[src/rtl/ex_mul_sequencer_if.sv]
// EX-stage bundle: ID/EX request, shared ALU path and result.
// slave = sequencer side, master = pipeline/ALU side.
interface ex_mul_sequencer_if #(
   parameter int WIDTH = 32
);
   logic             i_valid;
   logic             o_ready;
   logic             i_op_mul;
   logic [2:0]       i_ALUControl;
   logic             i_ALUSrc;
   logic [WIDTH-1:0] i_register1;
   logic [WIDTH-1:0] i_register2;
   logic [WIDTH-1:0] i_constante;
   logic             i_flush;
   logic [WIDTH-1:0] o_alu_a;
   logic [WIDTH-1:0] o_alu_b;
   logic [2:0]       o_alu_sel;
   logic [WIDTH-1:0] i_alu_result;
   logic             i_alu_zero;
   logic             o_valid;
   logic [WIDTH-1:0] o_result;
   logic             o_zero;
   logic             o_stall;

   modport slave (
      input  i_valid, i_op_mul, i_ALUControl, i_ALUSrc,
      input  i_register1, i_register2, i_constante, i_flush,
      input  i_alu_result, i_alu_zero,
      output o_ready, o_alu_a, o_alu_b, o_alu_sel,
      output o_valid, o_result, o_zero, o_stall
   );

   modport master (
      output i_valid, i_op_mul, i_ALUControl, i_ALUSrc,
      output i_register1, i_register2, i_constante, i_flush,
      output i_alu_result, i_alu_zero,
      input  o_ready, o_alu_a, o_alu_b, o_alu_sel,
      input  o_valid, o_result, o_zero, o_stall
   );
endinterface

[src/rtl/ex_mul_sequencer.sv]
// EX sequencer: 2-cycle ALU pass-through and shift-add MUL
// reusing the shared ALU adder, one multiplier bit per cycle.
module ex_mul_sequencer #(
   parameter int         WIDTH   = 32,
   parameter logic [2:0] ALU_ADD = 3'b010
) (
   input logic              i_clk,
   input logic              i_rst,
   ex_mul_sequencer_if.slave bus
);
   localparam int CW = $clog2(WIDTH) + 1;

   localparam logic [1:0] S_IDLE = 2'd0;
   localparam logic [1:0] S_EXEC = 2'd1;
   localparam logic [1:0] S_MUL  = 2'd2;

   logic [1:0]       state_q, state_d;
   logic [WIDTH-1:0] a_q, a_d;
   logic [WIDTH-1:0] b_q, b_d;
   logic [2:0]       sel_q, sel_d;
   logic [WIDTH-1:0] acc_q, acc_d;
   logic [CW-1:0]    cnt_q, cnt_d;
   logic             valid_q, valid_d;
   logic [WIDTH-1:0] result_q, result_d;
   logic             zero_q, zero_d;
   logic [WIDTH-1:0] acc_nxt;

   // In MUL, a_q holds the shifting multiplicand, b_q the multiplier
   assign acc_nxt = b_q[0] ? bus.i_alu_result : acc_q;

   always_comb begin
      state_d  = state_q;
      a_d      = a_q;
      b_d      = b_q;
      sel_d    = sel_q;
      acc_d    = acc_q;
      cnt_d    = cnt_q;
      valid_d  = 1'b0;
      result_d = result_q;
      zero_d   = zero_q;
      case (state_q)
         S_IDLE: begin
            if (bus.i_valid && !bus.i_flush) begin
               a_d   = bus.i_register1;
               b_d   = (bus.i_op_mul || !bus.i_ALUSrc) ?
                       bus.i_register2 : bus.i_constante;
               sel_d = bus.i_ALUControl;
               cnt_d = '0;
               acc_d = '0;
               state_d = bus.i_op_mul ? S_MUL : S_EXEC;
            end
         end
         S_EXEC: begin
            state_d = S_IDLE;
            if (!bus.i_flush) begin
               result_d = bus.i_alu_result;
               zero_d   = bus.i_alu_zero;
               valid_d  = 1'b1;
            end
         end
         S_MUL: begin
            if (bus.i_flush) begin
               state_d = S_IDLE;
            end else begin
               acc_d = acc_nxt;
               a_d   = a_q << 1;
               b_d   = b_q >> 1;
               cnt_d = cnt_q + CW'(1);
               if (cnt_q == CW'(WIDTH - 1)) begin
                  result_d = acc_nxt;
                  zero_d   = (acc_nxt == '0);
                  valid_d  = 1'b1;
                  state_d  = S_IDLE;
               end
            end
         end
         default: state_d = S_IDLE;
      endcase
   end

   always_comb begin
      bus.o_alu_a   = '0;
      bus.o_alu_b   = '0;
      bus.o_alu_sel = ALU_ADD;
      case (state_q)
         S_EXEC: begin
            bus.o_alu_a   = a_q;
            bus.o_alu_b   = b_q;
            bus.o_alu_sel = sel_q;
         end
         S_MUL: begin
            bus.o_alu_a   = acc_q;
            bus.o_alu_b   = a_q;
            bus.o_alu_sel = ALU_ADD;
         end
         default: ;
      endcase
   end

   always_ff @(posedge i_clk) begin
      if (i_rst) begin
         state_q  <= S_IDLE;
         a_q      <= '0;
         b_q      <= '0;
         sel_q    <= '0;
         acc_q    <= '0;
         cnt_q    <= '0;
         valid_q  <= 1'b0;
         result_q <= '0;
         zero_q   <= 1'b0;
      end else begin
         state_q  <= state_d;
         a_q      <= a_d;
         b_q      <= b_d;
         sel_q    <= sel_d;
         acc_q    <= acc_d;
         cnt_q    <= cnt_d;
         valid_q  <= valid_d;
         result_q <= result_d;
         zero_q   <= zero_d;
      end
   end

   assign bus.o_ready  = (state_q == S_IDLE);
   assign bus.o_stall  = bus.i_valid & ~bus.o_ready;
   assign bus.o_valid  = valid_q;
   assign bus.o_result = result_q;
   assign bus.o_zero   = zero_q;
endmodule
[src/flat_wrapper.sv]
// flat-port wrapper written by rule: the top's interface ports become plain ports
module ex_mul_sequencer_flat 
#(
   parameter int         WIDTH   = 32,
   parameter logic [2:0] ALU_ADD = 3'b010
)
  (i_clk, i_rst, bus_i_valid, bus_i_op_mul, bus_i_ALUControl, bus_i_ALUSrc, bus_i_register1, bus_i_register2, bus_i_constante, bus_i_flush, bus_i_alu_result, bus_i_alu_zero, bus_o_ready, bus_o_alu_a, bus_o_alu_b, bus_o_alu_sel, bus_o_valid, bus_o_result, bus_o_zero, bus_o_stall);
  ex_mul_sequencer_if #(.WIDTH(WIDTH)) bus_i ();
  input logic i_clk;
  input logic i_rst;
  input wire logic [$bits(bus_i.i_valid)-1:0] bus_i_valid;
  input wire logic [$bits(bus_i.i_op_mul)-1:0] bus_i_op_mul;
  input wire logic [$bits(bus_i.i_ALUControl)-1:0] bus_i_ALUControl;
  input wire logic [$bits(bus_i.i_ALUSrc)-1:0] bus_i_ALUSrc;
  input wire logic [$bits(bus_i.i_register1)-1:0] bus_i_register1;
  input wire logic [$bits(bus_i.i_register2)-1:0] bus_i_register2;
  input wire logic [$bits(bus_i.i_constante)-1:0] bus_i_constante;
  input wire logic [$bits(bus_i.i_flush)-1:0] bus_i_flush;
  input wire logic [$bits(bus_i.i_alu_result)-1:0] bus_i_alu_result;
  input wire logic [$bits(bus_i.i_alu_zero)-1:0] bus_i_alu_zero;
  output wire logic [$bits(bus_i.o_ready)-1:0] bus_o_ready;
  output wire logic [$bits(bus_i.o_alu_a)-1:0] bus_o_alu_a;
  output wire logic [$bits(bus_i.o_alu_b)-1:0] bus_o_alu_b;
  output wire logic [$bits(bus_i.o_alu_sel)-1:0] bus_o_alu_sel;
  output wire logic [$bits(bus_i.o_valid)-1:0] bus_o_valid;
  output wire logic [$bits(bus_i.o_result)-1:0] bus_o_result;
  output wire logic [$bits(bus_i.o_zero)-1:0] bus_o_zero;
  output wire logic [$bits(bus_i.o_stall)-1:0] bus_o_stall;
  assign bus_i.i_valid = bus_i_valid;
  assign bus_i.i_op_mul = bus_i_op_mul;
  assign bus_i.i_ALUControl = bus_i_ALUControl;
  assign bus_i.i_ALUSrc = bus_i_ALUSrc;
  assign bus_i.i_register1 = bus_i_register1;
  assign bus_i.i_register2 = bus_i_register2;
  assign bus_i.i_constante = bus_i_constante;
  assign bus_i.i_flush = bus_i_flush;
  assign bus_i.i_alu_result = bus_i_alu_result;
  assign bus_i.i_alu_zero = bus_i_alu_zero;
  assign bus_o_ready = bus_i.o_ready;
  assign bus_o_alu_a = bus_i.o_alu_a;
  assign bus_o_alu_b = bus_i.o_alu_b;
  assign bus_o_alu_sel = bus_i.o_alu_sel;
  assign bus_o_valid = bus_i.o_valid;
  assign bus_o_result = bus_i.o_result;
  assign bus_o_zero = bus_i.o_zero;
  assign bus_o_stall = bus_i.o_stall;
  ex_mul_sequencer #(.WIDTH(WIDTH), .ALU_ADD(ALU_ADD)) u_core (.i_clk(i_clk), .i_rst(i_rst), .bus(bus_i));
endmodule
[config.mk]
export PLATFORM = sky130hd
export DESIGN_NAME = ex_mul_sequencer_flat
export DESIGN_NICKNAME = d
export VERILOG_FILES = /design/src/rtl/ex_mul_sequencer_if.sv /design/src/rtl/ex_mul_sequencer.sv /design/src/flat_wrapper.sv
export SDC_FILE = /design/constraint.sdc
export NUM_CORES = 1
export LEC_CHECK = 0
export CAP_MARGIN = 40
export CELL_PAD_IN_SITES_DETAIL_PLACEMENT = 1
export CELL_PAD_IN_SITES_GLOBAL_PLACEMENT = 2
export CORE_ASPECT_RATIO = 1.25
export CORE_MARGIN = 8
export CORE_UTILIZATION = 27
export CTS_BUF_LIST = sky130_fd_sc_hd__clkbuf_8
export CTS_CLUSTER_DIAMETER = 30
export DETAILED_ROUTE_END_ITERATION = 7
export PLACE_DENSITY = 0.87
export SETUP_SLACK_MARGIN = 0.15
export SYNTH_ARGS = -nofsm -noshare
export SYNTH_HDL_FRONTEND = slang
export SYNTH_SLANG_ARGS = --single-unit
[constraint.sdc]
create_clock -name i_clk -period 2.3 [get_ports i_clk]
set_input_delay 0.46 -clock i_clk [delete_from_list [all_inputs] [get_ports i_clk]]
set_output_delay 0.46 -clock i_clk [all_outputs]
set_load 0.02 [all_outputs]
# Word-level counts from Yosys, hierarchy flattened

Cells that the tools add are included.

Register bits after elaboration: 141
Latch bits: 0
Memory bits (writable): 0
ROM bits: 0
Bits of input ports: 138
Output and inout port bits: 103
Memories kept: 0

$add $sub $neg: 1
Multipliers: 0
Div/mod/pow operators: 0
$lt $le $gt $ge: 0
Eq/ne operators: 8
Shifts and indexed selects: 0
Multiplexer cells: 34
Bitwise gates (word level): 2
Reduce and logical (&&, ||, !) cells: 12

Operator list:

| operator                                                                | count |
|---|---|
| 32-bit one-hot mux with 2 select lines                                  | 6 |
| 32-bit two-way mux                                                      | 11 |
| 32-bit zero test                                                        | 1 |
| 6-bit two-way mux                                                       | 2 |
| 6-bit one-hot mux with 2 select lines                                   | 1 |
| 2-bit two-way mux                                                       | 4 |
| 6-bit by 1-bit adder with 6-bit output, second input constant           | 1 |
| 6-bit by 5-bit equality test with 1-bit output, second input constant   | 1 |
| 1-bit two-way mux                                                       | 6 |
| 2-bit inequality test, second input constant                            | 3 |
| 1-bit one-hot mux with 2 select lines                                   | 2 |
| 2-bit one-hot mux with 2 select lines                                   | 1 |
| 2-bit AND reduction                                                     | 2 |
| 4-bit AND reduction                                                     | 1 |
| 2-bit nonzero test                                                      | 2 |
| 3-bit two-way mux                                                       | 1 |
| 3-bit by 2-bit inequality test with 1-bit output, second input constant | 1 |
| 3-bit AND reduction                                                     | 1 |
| 2-bit by 1-bit equality test with 1-bit output, second input constant   | 1 |
| 2-bit equality test, second input constant                              | 1 |
| 1-bit zero test                                                         | 2 |
| 2-bit zero test                                                         | 1 |
| 2-bit by 1-bit inequality test with 1-bit output, second input constant | 1 |
| 1-bit bitwise AND                                                       | 1 |
| 3 further kinds                                                         | 3 |

# Longest topological paths before layout

Depth in word-level cells: 5
Gate-level depth with buffers: 9
Gate-level depth less buffers: 7

# Least setup slack after synthesis

Ideal clock, no wire load.

Kind: register to output
From: register u_core.state_q[1]
To: output bus_o_alu_a[15]
Arrival: 1.706 ns
Setup slack: 0.134 ns
Cell stages (with the launch flop): 8
Path buffers: 3
Cell sequence: dfxtp_1 inv_1 ha_1 clkbuf_1 clkbuf_1 clkbuf_1 a22oi_1 nor2b_1

Longest elaborated chain between the ends: 2
Elaborated cells between the ends (all ways): 3
Classes of those cells: 2 x eq/ne; 1 x mux

RTL lines:

| item                                                                                  | RTL line                | source |
|---|---|---|
| from (decl)                                                                           | ex_mul_sequencer.sv:17  | `logic [1:0] state_q, state_d;` |
| from (signal assigned)                                                                | ex_mul_sequencer.sv:112 | `state_q <= state_d;` |
| 2-bit equality test or 2-bit by 1-bit equality test with 1-bit output (tied branches) | ex_mul_sequencer.sv:85  | `case (state_q)` |
| 32-bit one-hot mux with 2 select lines (*)                                            | ex_mul_sequencer.sv:85  |  |
| to (decl)                                                                             | flat_wrapper.sv:22      | `output wire logic [$bits(bus_i.o_alu_a)-1:0] bus_o_alu_a;` |

Every way passes the cells marked *; elsewhere a longest branch is shown, timed or not.

# Worst setup path in the final report

From: register u_core.state_q[1]
To: output bus_o_alu_b[0]

Longest elaborated chain between the ends: 2
Elaborated cells between the ends (all ways): 3
Classes of those cells: 2 x eq/ne; 1 x mux

RTL lines:

| item                                                                                  | RTL line               | source |
|---|---|---|
| 2-bit equality test or 2-bit by 1-bit equality test with 1-bit output (tied branches) | ex_mul_sequencer.sv:85 |  |
| 32-bit one-hot mux with 2 select lines (*)                                            | ex_mul_sequencer.sv:85 |  |
| to (decl)                                                                             | flat_wrapper.sv:23     | `output wire logic [$bits(bus_i.o_alu_b)-1:0] bus_o_alu_b;` |

Marked as above.

==> out/metrics.cfg <==
[timing]
fin_skew_ns = 0.0135
fin_crit_sh_pct = 100
setup_violations = 0
worstMarginPinSlew_ns = 0.770
setup_ws_ns = 0.000535
fmax_ghz = 0.435
hold_ws_ns = 0.452
slew_headroom_pct = 48.7
drv_slew = 0
min_period_ns = 2.30
hold_viol = 0
rsz0062_at_grt = yes

[yosys]
yosys.area.top_type = dfxtp_1
synth_top_area_share_pct = 37.8
async_flop_share_pct = 0
synth_edf_count = 0
avgSynthCellArea_sq_um = 8.20
synth_area_sq_um = 7460
synth_cell_type_count = 40
syn_inst = 910
syn_nets = 1052
synth-warning-count = 0
synthFlopType = dfxtp_1
netlist_top_cells_area = dfxtp_1 38%, a22oi_1 13%, mux2i_1 8.7%, nand2_1 5.5%, nor2b_1 5.4%
yosysSeqAreaShare_pct = 37.8
synth-seq-cells = 141

[final_layout]
stdcell_count = 1551
layout_common_cells = 170 x clkdlybuf4s50_1, 139 x dfxtp_1, 109 x nand2_1, 80 x nor2_1, 71 x a22oi_1
layout_commonest_cell = clkdlybuf4s50_1
filler_cell_count = 3090
post-route-cell-area_sq_um = 12600
area_delta_synth_final_pct = 69.2
drive_above_1_share_pct = 29.4
finish.utilization_pct = 46.1
nets = 1327

[die]
dieArea_sq_um = 33300
dieHeight_um = 202
die_w_um = 165
core-area_sq_um = 27400
ioPinCount = 241
initial_core_util_pct = 27.2
rows = 68

[grt]
grt.overflow.total = 0
grt_max_degree = 66
grt_usage_pct = 19.3
grt_antenna_before_repair = 3
grt_pass1_wl_mm = 49.9
grt_pass1_vias = 8401

[detailed_routing]
avgRoutedWirePerCell_um = 23.6
dr_total_vias = 8227
via_per_inst = 5.30
first_iter_violations = 529
wl_mm = 36.6
ant_nets = 0
drc = 0
firstDrtPassIters = 5

[clock_network]
clock-root-buffer = clkbuf_8
clock_path_buffers = 2
cts_tree = yes
holdBufCountCts = 0
worstSkewPairLatency_ns = 0.46
clock_sinks = 141
cts_max_level = 4
clk_pin_slew_ns = 0.08
cts_buffers = 17

[run]
maxCapViolCount = 0

[power_and_ir_drop]
p_per_area_nw_per_um2 = 508
leakagePower_uw = 0.00444
vdd.ir_drop.worst_uv = 314

[critical_path]
crit_type = reg -> out
cp-start-kind = flip-flop
cp.required_ns = 1.84
crit_fanout = 5
worstSetupEndpointType = output port
worstPathArrival_ns = 1.84

[hold_path]
hold_class = reg -> reg

[place]
dpl.cell_count = 1458
dpl.hpwl_mm = 23.3
place_ws_ns = -0.0437
port_buffers = 240
place_area_sq_um = 10500
routabilityCongestion = 0.803

[status]
outcome = completed

==> power by group <==
group | leakage [uW] | switching (uW) | internal (uW)
Combinational | 0.00306 | 660 | 759
Sequential | 0.00115 | 106 | 2520
Clock | 0.000233 | 1070 | 1290
Total | 0.00444 | 1840 | 4580
==> path summary, 6_finish.rpt <==
check / start / endpoint / slack (ns) / depth (start not counted)
setup / recovery: u_core.state_q[1] / bus_o_alu_b[0] / 0.0005 / 7
hold / removal: u_core.sel_q[0] / u_core.sel_q[0] / 0.45 / 2
setup reg to reg: u_core.state_q[0] / u_core.a_q[28] / 0.16 / 9
hold reg to reg: u_core.sel_q[0] / u_core.sel_q[0] / 0.45 / 2
==> final cells by class <==
class                           count  area [sq um]  share of cell area (%)
Sequential cell                   141          2830                    22.4
Timing Repair Buffer              346          4010                    31.7
Multi-Input combinational cell    673          4860                    38.5
Tap cell                          350           438                    3.47
Clock buffer                       17           234                    1.85
Clock inverter                     15           223                    1.76
Antenna cell                        3          7.51                  0.0595
Inverter                            6          27.5                   0.218
==> Yosys cell counts (4+ instances only) <==
library cell and instances:
nor4_1 8, o21ai_0 33, a211oi_2 20, a21oi_1 69, nor2_1 80, mux2i_1 65, buf_4 9, nand3_1 33
nor3_1 9, nor2b_1 65, a211oi_1 13, a22oi_1 134, dfxtp_1 141, ha_1 4, inv_1 6, buf_2 30
nand2_1 109, buf_1 11, clkbuf_1 37
==> critical path, stage by stage (launching register included) <==
cell       delay, ns
dfxtp_4         0.39
inv_4           0.05
ha_4            0.19
buf_12          0.15
clkbuf_16       0.16
a22oi_2         0.22
nor2b_1         0.07
buf_2           0.16
==> metal layers <==
| metal | vias to the layer above | global-route usage, % | routed length [um] |
|---|---|---|---|
| met1 | 4114 | 24.0 | 15600 |
| met4 | 0 | 5.93 | 809 |
| li1 | 3836 | - | - |
| met2 | 241 | 33.0 | 18500 |
| met3 | 36 | 3.48 | 1700 |
| met5 | - | 0 | 0 |
==> per-stage QoR <==
stage	setup TNS (ns)	power [uW]
floorplan	0	3160
global placement	0	3720
detailed placement	-0.209	3740
CTS	-0.0280	6290
global route	-0.911	6650
finish	0	6410
==> flip-flops by register name, indices dropped and copies added, names as in the netlist <==
signal / count
u_core.a_q: 32
u_core.acc_q: 32
u_core.b_q: 32
u_core.bus.o_result: 32
u_core.bus.o_valid: 1
u_core.bus.o_zero: 1
u_core.cnt_q: 6
u_core.sel_q: 3
u_core.state_q: 2
==> what timing repair did <==
action | in CTS | in global routing
gates cloned | 13 | 15
pin swaps | 25 | 19
gates resized for setup | 441 | 79
setup buffers | 16 | 14
setup endpoints to repair | 71 | 157
==> cell families after synthesis <==
logic type,after synthesis,synth area share (%)
and+or+nand+nor,325,20.5
AOI/OAI and AO/OA,275,25.7
DFF,141,37.8
buffers and inverters,96,6.09
muxes,66,8.87
adders and majority gates,4,0.671
xor gates and xnor gates,3,0.352
(Power assumes the default switching activity.)
